## config.mk

```make
export PLATFORM = sky130hd
export DESIGN_NAME = mac_accumulator
export DESIGN_NICKNAME = d
export VERILOG_FILES = /design/src/rtl/mac_pkg.sv /design/src/rtl/sat_adder.sv /design/src/rtl/mac_accumulator.sv
export SDC_FILE = /design/constraint.sdc
export NUM_CORES = 1
export LEC_CHECK = 0
export CAP_MARGIN = 5
export CORE_MARGIN = 10
export CORE_UTILIZATION = 40
export DETAILED_ROUTE_END_ITERATION = 12
export PLACE_DENSITY = 0.61
export REMOVE_ABC_BUFFERS = 1
export SYNTH_ARGS = -nofsm -noshare
export SYNTH_HDL_FRONTEND = slang
export SYNTH_HIERARCHICAL = 1
export SYNTH_SLANG_ARGS = --single-unit
```

## constraint.sdc

```tcl
create_clock -name clk -period 4.4 [get_ports clk]
set_input_delay 0.88 -clock clk [delete_from_list [all_inputs] [get_ports clk]]
set_output_delay 0.88 -clock clk [all_outputs]
set_load 0.1 [all_outputs]
```

## src/rtl/mac_pkg.sv

```systemverilog
// Shared definitions for the MAC datapath.
//   mac_state_e        : accumulator FSM states (ACCUM collects beats, HOLD
//                        presents a finished frame result).
//   MAC_PRODUCT_WIDTH  : default product width from the upstream multiplier.
//   MAC_ACC_WIDTH      : default accumulator / output sum width.
package mac_pkg;

  typedef enum logic [0:0] {
    ACCUM = 1'b0,
    HOLD  = 1'b1
  } mac_state_e;

  localparam int MAC_PRODUCT_WIDTH = 16;
  localparam int MAC_ACC_WIDTH     = 24;

endpackage

```

## src/rtl/sat_adder.sv

```systemverilog
// Unsigned saturating adder, purely combinational.
//   a_i, b_i   : ACC_WIDTH-bit unsigned operands
//   sum_o      : a_i + b_i, clamped to all-ones on overflow
//   overflow_o : high when the true sum does not fit in ACC_WIDTH bits
module sat_adder #(
  parameter int ACC_WIDTH = 24
) (
  input  logic [ACC_WIDTH-1:0] a_i,
  input  logic [ACC_WIDTH-1:0] b_i,
  output logic [ACC_WIDTH-1:0] sum_o,
  output logic                 overflow_o
);

  // One extra bit catches the carry out of the unsigned add.
  logic [ACC_WIDTH:0] raw_sum;

  assign raw_sum    = {1'b0, a_i} + {1'b0, b_i};
  assign overflow_o = raw_sum[ACC_WIDTH];
  assign sum_o      = raw_sum[ACC_WIDTH] ? {ACC_WIDTH{1'b1}} : raw_sum[ACC_WIDTH-1:0];

endmodule

```

## src/rtl/mac_accumulator.sv

```systemverilog
// Frame accumulator fed by the multiplier's unsigned product stream.
// Sums accepted beats into a saturating accumulator and presents one result
// per frame (frame ends on a beat with in_last).
//   clk, rst_n            : clock, asynchronous active-low reset
//   in_valid/in_ready     : product beat handshake
//   in_product, in_last   : product value and end-of-frame marker
//   clear                 : drop the partial frame (ignored while a result waits)
//   out_valid/out_ready   : result handshake
//   out_sum               : saturated frame sum
//   out_count             : accepted beats in the frame, saturated
//   out_sat               : sum hit saturation during the frame
module mac_accumulator
  import mac_pkg::*;
#(
  parameter int PRODUCT_WIDTH = MAC_PRODUCT_WIDTH,
  parameter int ACC_WIDTH     = MAC_ACC_WIDTH,
  parameter int COUNT_WIDTH   = 8
) (
  input  logic                     clk,
  input  logic                     rst_n,
  input  logic                     in_valid,
  output logic                     in_ready,
  input  logic [PRODUCT_WIDTH-1:0] in_product,
  input  logic                     in_last,
  input  logic                     clear,
  output logic                     out_valid,
  input  logic                     out_ready,
  output logic [ACC_WIDTH-1:0]     out_sum,
  output logic [COUNT_WIDTH-1:0]   out_count,
  output logic                     out_sat
);

  generate
    if (ACC_WIDTH < PRODUCT_WIDTH) begin : g_width_check
      $error("mac_accumulator: ACC_WIDTH must be >= PRODUCT_WIDTH");
    end
  endgenerate

  mac_state_e             state_q, state_d;
  logic [ACC_WIDTH-1:0]   acc_q, acc_d;
  logic [COUNT_WIDTH-1:0] count_q, count_d;
  logic                   sat_q, sat_d;
  logic [ACC_WIDTH-1:0]   out_sum_q, out_sum_d;
  logic [COUNT_WIDTH-1:0] out_count_q, out_count_d;
  logic                   out_sat_q, out_sat_d;

  logic [ACC_WIDTH-1:0]   product_ext;
  logic [ACC_WIDTH-1:0]   add_sum;
  logic                   add_ovf;
  logic                   accept;

  // Zero-extend the product; written this way so equal widths need no
  // zero-length replication.
  always_comb begin
    product_ext                      = '0;
    product_ext[PRODUCT_WIDTH-1:0]   = in_product;
  end

  sat_adder #(
    .ACC_WIDTH (ACC_WIDTH)
  ) u_sat_adder (
    .a_i        (acc_q),
    .b_i        (product_ext),
    .sum_o      (add_sum),
    .overflow_o (add_ovf)
  );

  assign accept = in_valid && in_ready;

  // State and datapath registers.
  always_ff @(posedge clk or negedge rst_n) begin
    if (!rst_n) begin
      state_q     <= ACCUM;
      acc_q       <= '0;
      count_q     <= '0;
      sat_q       <= 1'b0;
      out_sum_q   <= '0;
      out_count_q <= '0;
      out_sat_q   <= 1'b0;
    end else begin
      state_q     <= state_d;
      acc_q       <= acc_d;
      count_q     <= count_d;
      sat_q       <= sat_d;
      out_sum_q   <= out_sum_d;
      out_count_q <= out_count_d;
      out_sat_q   <= out_sat_d;
    end
  end

  // Next-state and datapath update.
  always_comb begin
    state_d     = state_q;
    acc_d       = acc_q;
    count_d     = count_q;
    sat_d       = sat_q;
    out_sum_d   = out_sum_q;
    out_count_d = out_count_q;
    out_sat_d   = out_sat_q;

    unique case (state_q)
      ACCUM: begin
        // clear wins over a beat offered in the same cycle, even a last beat.
        if (clear) begin
          acc_d   = '0;
          count_d = '0;
          sat_d   = 1'b0;
        end else if (accept) begin
          acc_d   = add_sum;
          count_d = (count_q == {COUNT_WIDTH{1'b1}}) ? count_q
                                                     : count_q + COUNT_WIDTH'(1);
          sat_d   = sat_q | add_ovf;
          if (in_last) begin
            state_d     = HOLD;
            out_sum_d   = acc_d;
            out_count_d = count_d;
            out_sat_d   = sat_d;
          end
        end
      end
      HOLD: begin
        // Result is frozen until taken; clear has no effect here.
        if (out_ready) begin
          state_d = ACCUM;
          acc_d   = '0;
          count_d = '0;
          sat_d   = 1'b0;
        end
      end
      default: state_d = ACCUM;
    endcase
  end

  // Handshake outputs decode from the state register only, so out_ready
  // never reaches in_ready combinationally.
  always_comb begin
    in_ready  = (state_q == ACCUM);
    out_valid = (state_q == HOLD);
  end

  assign out_sum   = out_sum_q;
  assign out_count = out_count_q;
  assign out_sat   = out_sat_q;

endmodule

```

* Word level (Yosys, flattened, before mapping)
Index checks and enable logic that the tools add are counted. W data, S select, Z words.
Storage, ports and cells: logic and storage cells 37, input port bits 22, bits in registers 67, output and inout bits 35
Operators by class: equal/unequal tests 3, reductions and logical operators 3, bitwise logic cells 3, mux-type cells 19, $add $sub $neg 2
Operators with widths (number):
- $mux W24 | 4
- $pmux W24 S2 | 1
- $mux W8 | 4
- $add A24 B16 Y25 | 1
- $pmux W8 S2 | 1
- $add A8 B1 Y8 const B | 1
- $eq A8 B8 Y1 const B | 1
- $mux W1 | 7
- $pmux W1 S2 | 2
- $reduce_and A4 Y1 | 1
- $ne A3 B1 Y1 const B | 1
- $ne A2 B2 Y1 const B | 1
- $not A1 Y1 | 2
- $reduce_and A2 Y1 | 1
- $logic_and A1 B1 Y1 | 1
- $or A1 B1 Y1 | 1

* Depth between registers and ports, before layout
word-level depth 5, mapped depth 12, mapped depth without buffers 12

* Modules after synthesis
The synthesis kept the hierarchy.
Modules (own cells, without submodules):
- mac_accumulator | times used 1, area each 2675.1 um^2, cells each 249, sequential area each 1676.6 um^2
- sat_adder | times used 1, area each 1353.8 um^2, cells each 199, sequential area each 0.0 um^2

* Worst setup path after synthesis
No wires, ideal clock.
path type input-to-reg, from input port in_product[0], to register acc_q[18], data arrival time 3.364 ns, cell stages on the path 10, buffers on the path 0, path slack 0.915 ns, setup time 0.121 ns, required time 4.279 ns, cells stage by stage ha_1 > fa_1 > a21o_1 > a221o_2 > a221o_1 > a221o_1 > a41o_1 > xnor2_1 > nand2_1 > a22o_1
On the way: cells in the longest elaborated chain, start to end 5
Ends and longest elaborated chain:
- start, declared | RTL line mac_accumulator.sv:23 | input logic [PRODUCT_WIDTH-1:0] in_product,
- $add A24 B16 Y25 | RTL line sat_adder.sv:17 | assign raw_sum = {1'b0, a_i} + {1'b0, b_i};
- $mux W24 | RTL line sat_adder.sv:19 | assign sum_o = raw_sum[ACC_WIDTH] ? {ACC_WIDTH{1'b1}} : raw_sum[ACC_WIDTH-1:0];
- net add_sum[18] | RTL line mac_accumulator.sv:48 | logic [ACC_WIDTH-1:0] add_sum;
- $mux W24 | RTL line mac_accumulator.sv:108 | end else if (accept) begin
- $mux W24 | RTL line mac_accumulator.sv:104 | if (clear) begin
- $pmux W24 S2 | RTL line mac_accumulator.sv:101 | unique case (state_q)
- end signal, assigned | RTL line mac_accumulator.sv:74 | acc_q <= '0;
- end signal, assigned | RTL line mac_accumulator.sv:82 | acc_q <= acc_d;
- end, declared | RTL line mac_accumulator.sv:40 | logic [ACC_WIDTH-1:0] acc_q, acc_d;
The timed path passes the listed nets, and every way through them passes these cells. The select of a mux whose other input is x is not followed. A chain may end at the register's enable or synchronous reset.

* Final worst setup path
from input port in_product[0], to register acc_q[4]
Same word-level chain as after synthesis.

==> impl_metrics.py <==
metrics = {
    "outcome": {
        "run_status": "complete, no violations",
    },
    "finish": {
        "seq_area_sq_um": 1680,
        "final_cell_mix": "119 x nand2_1, 67 x dfrtp_1, 55 x clkdlybuf4s50_1",
        "fin_area_sq_um": 4990,
        "drive_gt1_share_pct": 6.15,
        "nets": 563,
        "area_growth_pct": 23.8,
        "num_antenna_cells": 0,
        "fillCellCount": 958,
        "final_common_cell": "nand2_1",
        "fin_util_pct": 51.0,
        "multi_input_area_sq_um": 2260,
    },
    "critical_path": {
        "path_common_cell": "o21a_1",
        "max_stage_delay_ps": 420,
        "path_max_fanout": 11,
        "r2r_cells": 11,
        "r2r-start": "acc_q[0]",
        "worst_r2r_endpoint": "acc_q[4]",
        "worstPathRequired_ps": 4640,
        "timing_worst_setup_path_type": "input pin to flop",
        "crit_path_end_kind": "flop",
        "arrival_ps": 4040,
        "crit_path_cell_trace": "clkdlybuf4s50_1 > ha_1 > fa_1 > a21o_1 > a221o_2 > a21oi_1 > o31a_1 > o21a_1 > o21a_1 > buf_4 > nand2_1 > a22o_1",
        "cp-start-kind": "input pin",
        "cp_slowest_cell": "fa_1",
        "r2r_slack_ps": 1130,
    },
    "synth": {
        "synth_area_per_cell_sq_um": 8.99,
        "ys_types": 53,
        "synth-main-ff-cell": "dfrtp_1",
        "synthCells": 448,
        "async_reset_ff_share_pct": 100,
        "synth_edf_count": 0,
        "yosysWarnings": 6,
        "ys_ff_latch": 67,
        "synth_area_sq_um": 4030,
        "ys_seq_area_share_pct": 41.6,
    },
    "placed_design": {
        "numPortBuffers": 56,
        "placed_area_sq_um": 4770,
        "dp_hpwl_mm": 7.80,
        "place.gp.congestion": 0.862,
    },
    "sta": {
        "fin_crit_ps": 3800,
        "setup_viol": 0,
        "whs_ps": 475,
        "slew-limit-headroom_pct": 34.1,
        "maxSlewViolCount": 0,
        "worst_pin_slew_ps": 985,
        "fin_crit_sh_pct": 86.3,
        "clock.fmax_mhz": 263,
        "skew_ps": 8.18,
        "hold_viol_final": 0,
        "fin_setup_tns_ps": 0,
        "rsz0062_at_grt": "no",
    },
    "min_path": {
        "min_from": "out_sum[11]",
        "hp-class": "flop to flop",
        "hold_path_end": "out_sum[11]",
        "min_path_cells": 2,
    },
    "job": {
        "drv_cap": 0,
    },
    "clock_tree": {
        "cts_setup_buffers": 0,
        "cts_sinks": 67,
        "clock_latency_ps": 350,
        "cts_root_buf": "clkbuf_8",
        "ctsHtreeMaxLevel": 3,
        "clk_pin_slew_ps": 70,
        "max-clock-path-buffers": 2,
        "cts.hold.buffers_added": 0,
        "cts_made_buffers": 9,
        "tritoncts": "built",
        "cts_resized": 0,
    },
    "grt": {
        "grt_pass1_wl_mm": 18.6,
        "grt_pass1_vias": 3801,
        "grt-ovfl-total": 0,
        "grt_usage_pct": 15.6,
        "antenna_found_initial": 0,
        "grt_max_degree": 37,
    },
    "route": {
        "ant_nets": 0,
        "vias": 3474,
        "drt_first_iter_violations": 98,
        "wl_per_cell_um": 16.6,
        "first_pass_iters": 6,
        "avgViaCountPerCell": 5.32,
        "drcViolationCount": 0,
        "routed_wl_mm": 10.8,
    },
    "die": {
        "die_w_um": 120,
        "core.rowCount": 36,
        "die_area_sq_um": 14500,
        "start_util_pct": 41.2,
        "num_io_pins": 57,
        "fp.coreArea_sq_um": 9770,
        "die_height_um": 120,
    },
    "power": {
        "vdd_drop_max_v": 0.000476,
        "power_per_cell_area_nw_per_um2": 620,
        "leakage_nw": 2.46,
        "power_switching_w": 0.00154,
        "clkPwrFrac_pct": 18.6,
        "total_power_w": 0.00309,
        "seq_power_share_pct": 27.1,
        "p_int_w": 0.00155,
        "combPwrFrac_pct": 54.2,
        "swShare_pct": 49.9,
    },
}
## worst max-delay path, delay by kind of cell
family                     cells  cell delay (ps)
buffers and inverters          2              680
AOI/OAI and AO/OA              7             1760
adders and majority gates      2              630
and+or+nand+nor                1               90
## registers in the layout (all words and copies together) (netlist names)
name	count
count_q	8
sat_q	1
out_count	8
out_sum	24
out_sat	1
acc_q	24
out_valid	1
## power groups by stage
| stage | registers (W) | logic, W | clock network [W] |
|---|---|---|---|
| 3_5_place_dp | 0.000852 | 0.00167 | 0 |
| 6_report | 0.000839 | 0.00168 | 0.000576 |
| 5_1_grt | 0.000860 | 0.00180 | 0.000622 |
| 4_1_cts | 0.000842 | 0.00168 | 0.000592 |
| 3_3_place_gp | 0.000850 | 0.00167 | 0 |
| 2_1_floorplan | 0.00155 | 0.000558 | 0 |
## cell usage after synthesis, types with 7 or more instances
cell     number  area share [%]
nand2_1     119              11
dfrtp_1      67              42
a21oi_1      27             3.4
a22o_1       26             5.7
ha_1         25             7.8
o21ai_0      20             2.5
a21o_1       15             2.8
nor2_1       14             1.3
xnor2_1      13             2.8
buf_2        10             1.2
nand3_1      10             1.2
inv_1         9            0.84
and3_1        8             1.2
xor2_1        8             1.7
and2_1        7             1.1
## worst max-delay path by stage
stage | start | endpoint | slack [ps] | cells after the start
final | in_product[0] | acc_q[4] | 600 | 12
after detailed placement | in_product[0] | acc_q[1] | 270 | 12
after global routing | in_product[0] | acc_q[4] | 440 | 12
after global placement | in_product[0] | acc_q[0] | 380 | 12
after floorplan | in_product[0] | acc_q[9] | 760 | 11
after CTS | in_product[0] | acc_q[8] | 620 | 12
## metrics by stage
| stage | instances | setup WS (ps) |
|---|---|---|
| global placement | 637 | 375 |
| CTS | 653 | 616 |
| finish | 653 | 604 |
| global route | 653 | 445 |
| floorplan | 438 | 760 |
| detailed placement | 637 | 274 |
## area by class of cell
class	instances	share of cell area (%)
multi-input cells	362	45.4
flip-flops and latches	67	33.6
repair buffers	66	12.6
well taps	133	3.34
clock buffers	10	2.56
clock inverters	6	1.78
inverters	9	0.677
## layer usage
layer | share of wire (%) | global-route usage [%] | wire length, um
met2 | 44 | 24.6 | 4800
met4 | 1.5 | 5.20 | 165
met3 | 5.4 | 4.37 | 579
met1 | 49 | 20.1 | 5270
met5 | 0 | 0 | 0
## logic make-up (layout without fill, tap and decap cells)
family	Yosys count	in the layout	synth area share, %
AND/OR/NAND/NOR	177	177	19.8
AO/OA/AOI/OAI	128	128	22.3
flip-flops	67	67	41.6
adder cells (fa/ha/maj)	26	26	8.26
buffers and inverters	26	91	2.83
XOR/XNOR	21	21	4.57
multiplexers	2	2	0.497
other	1	8	0.0931
No activity file was read; power rests on OpenSTA's default activity.
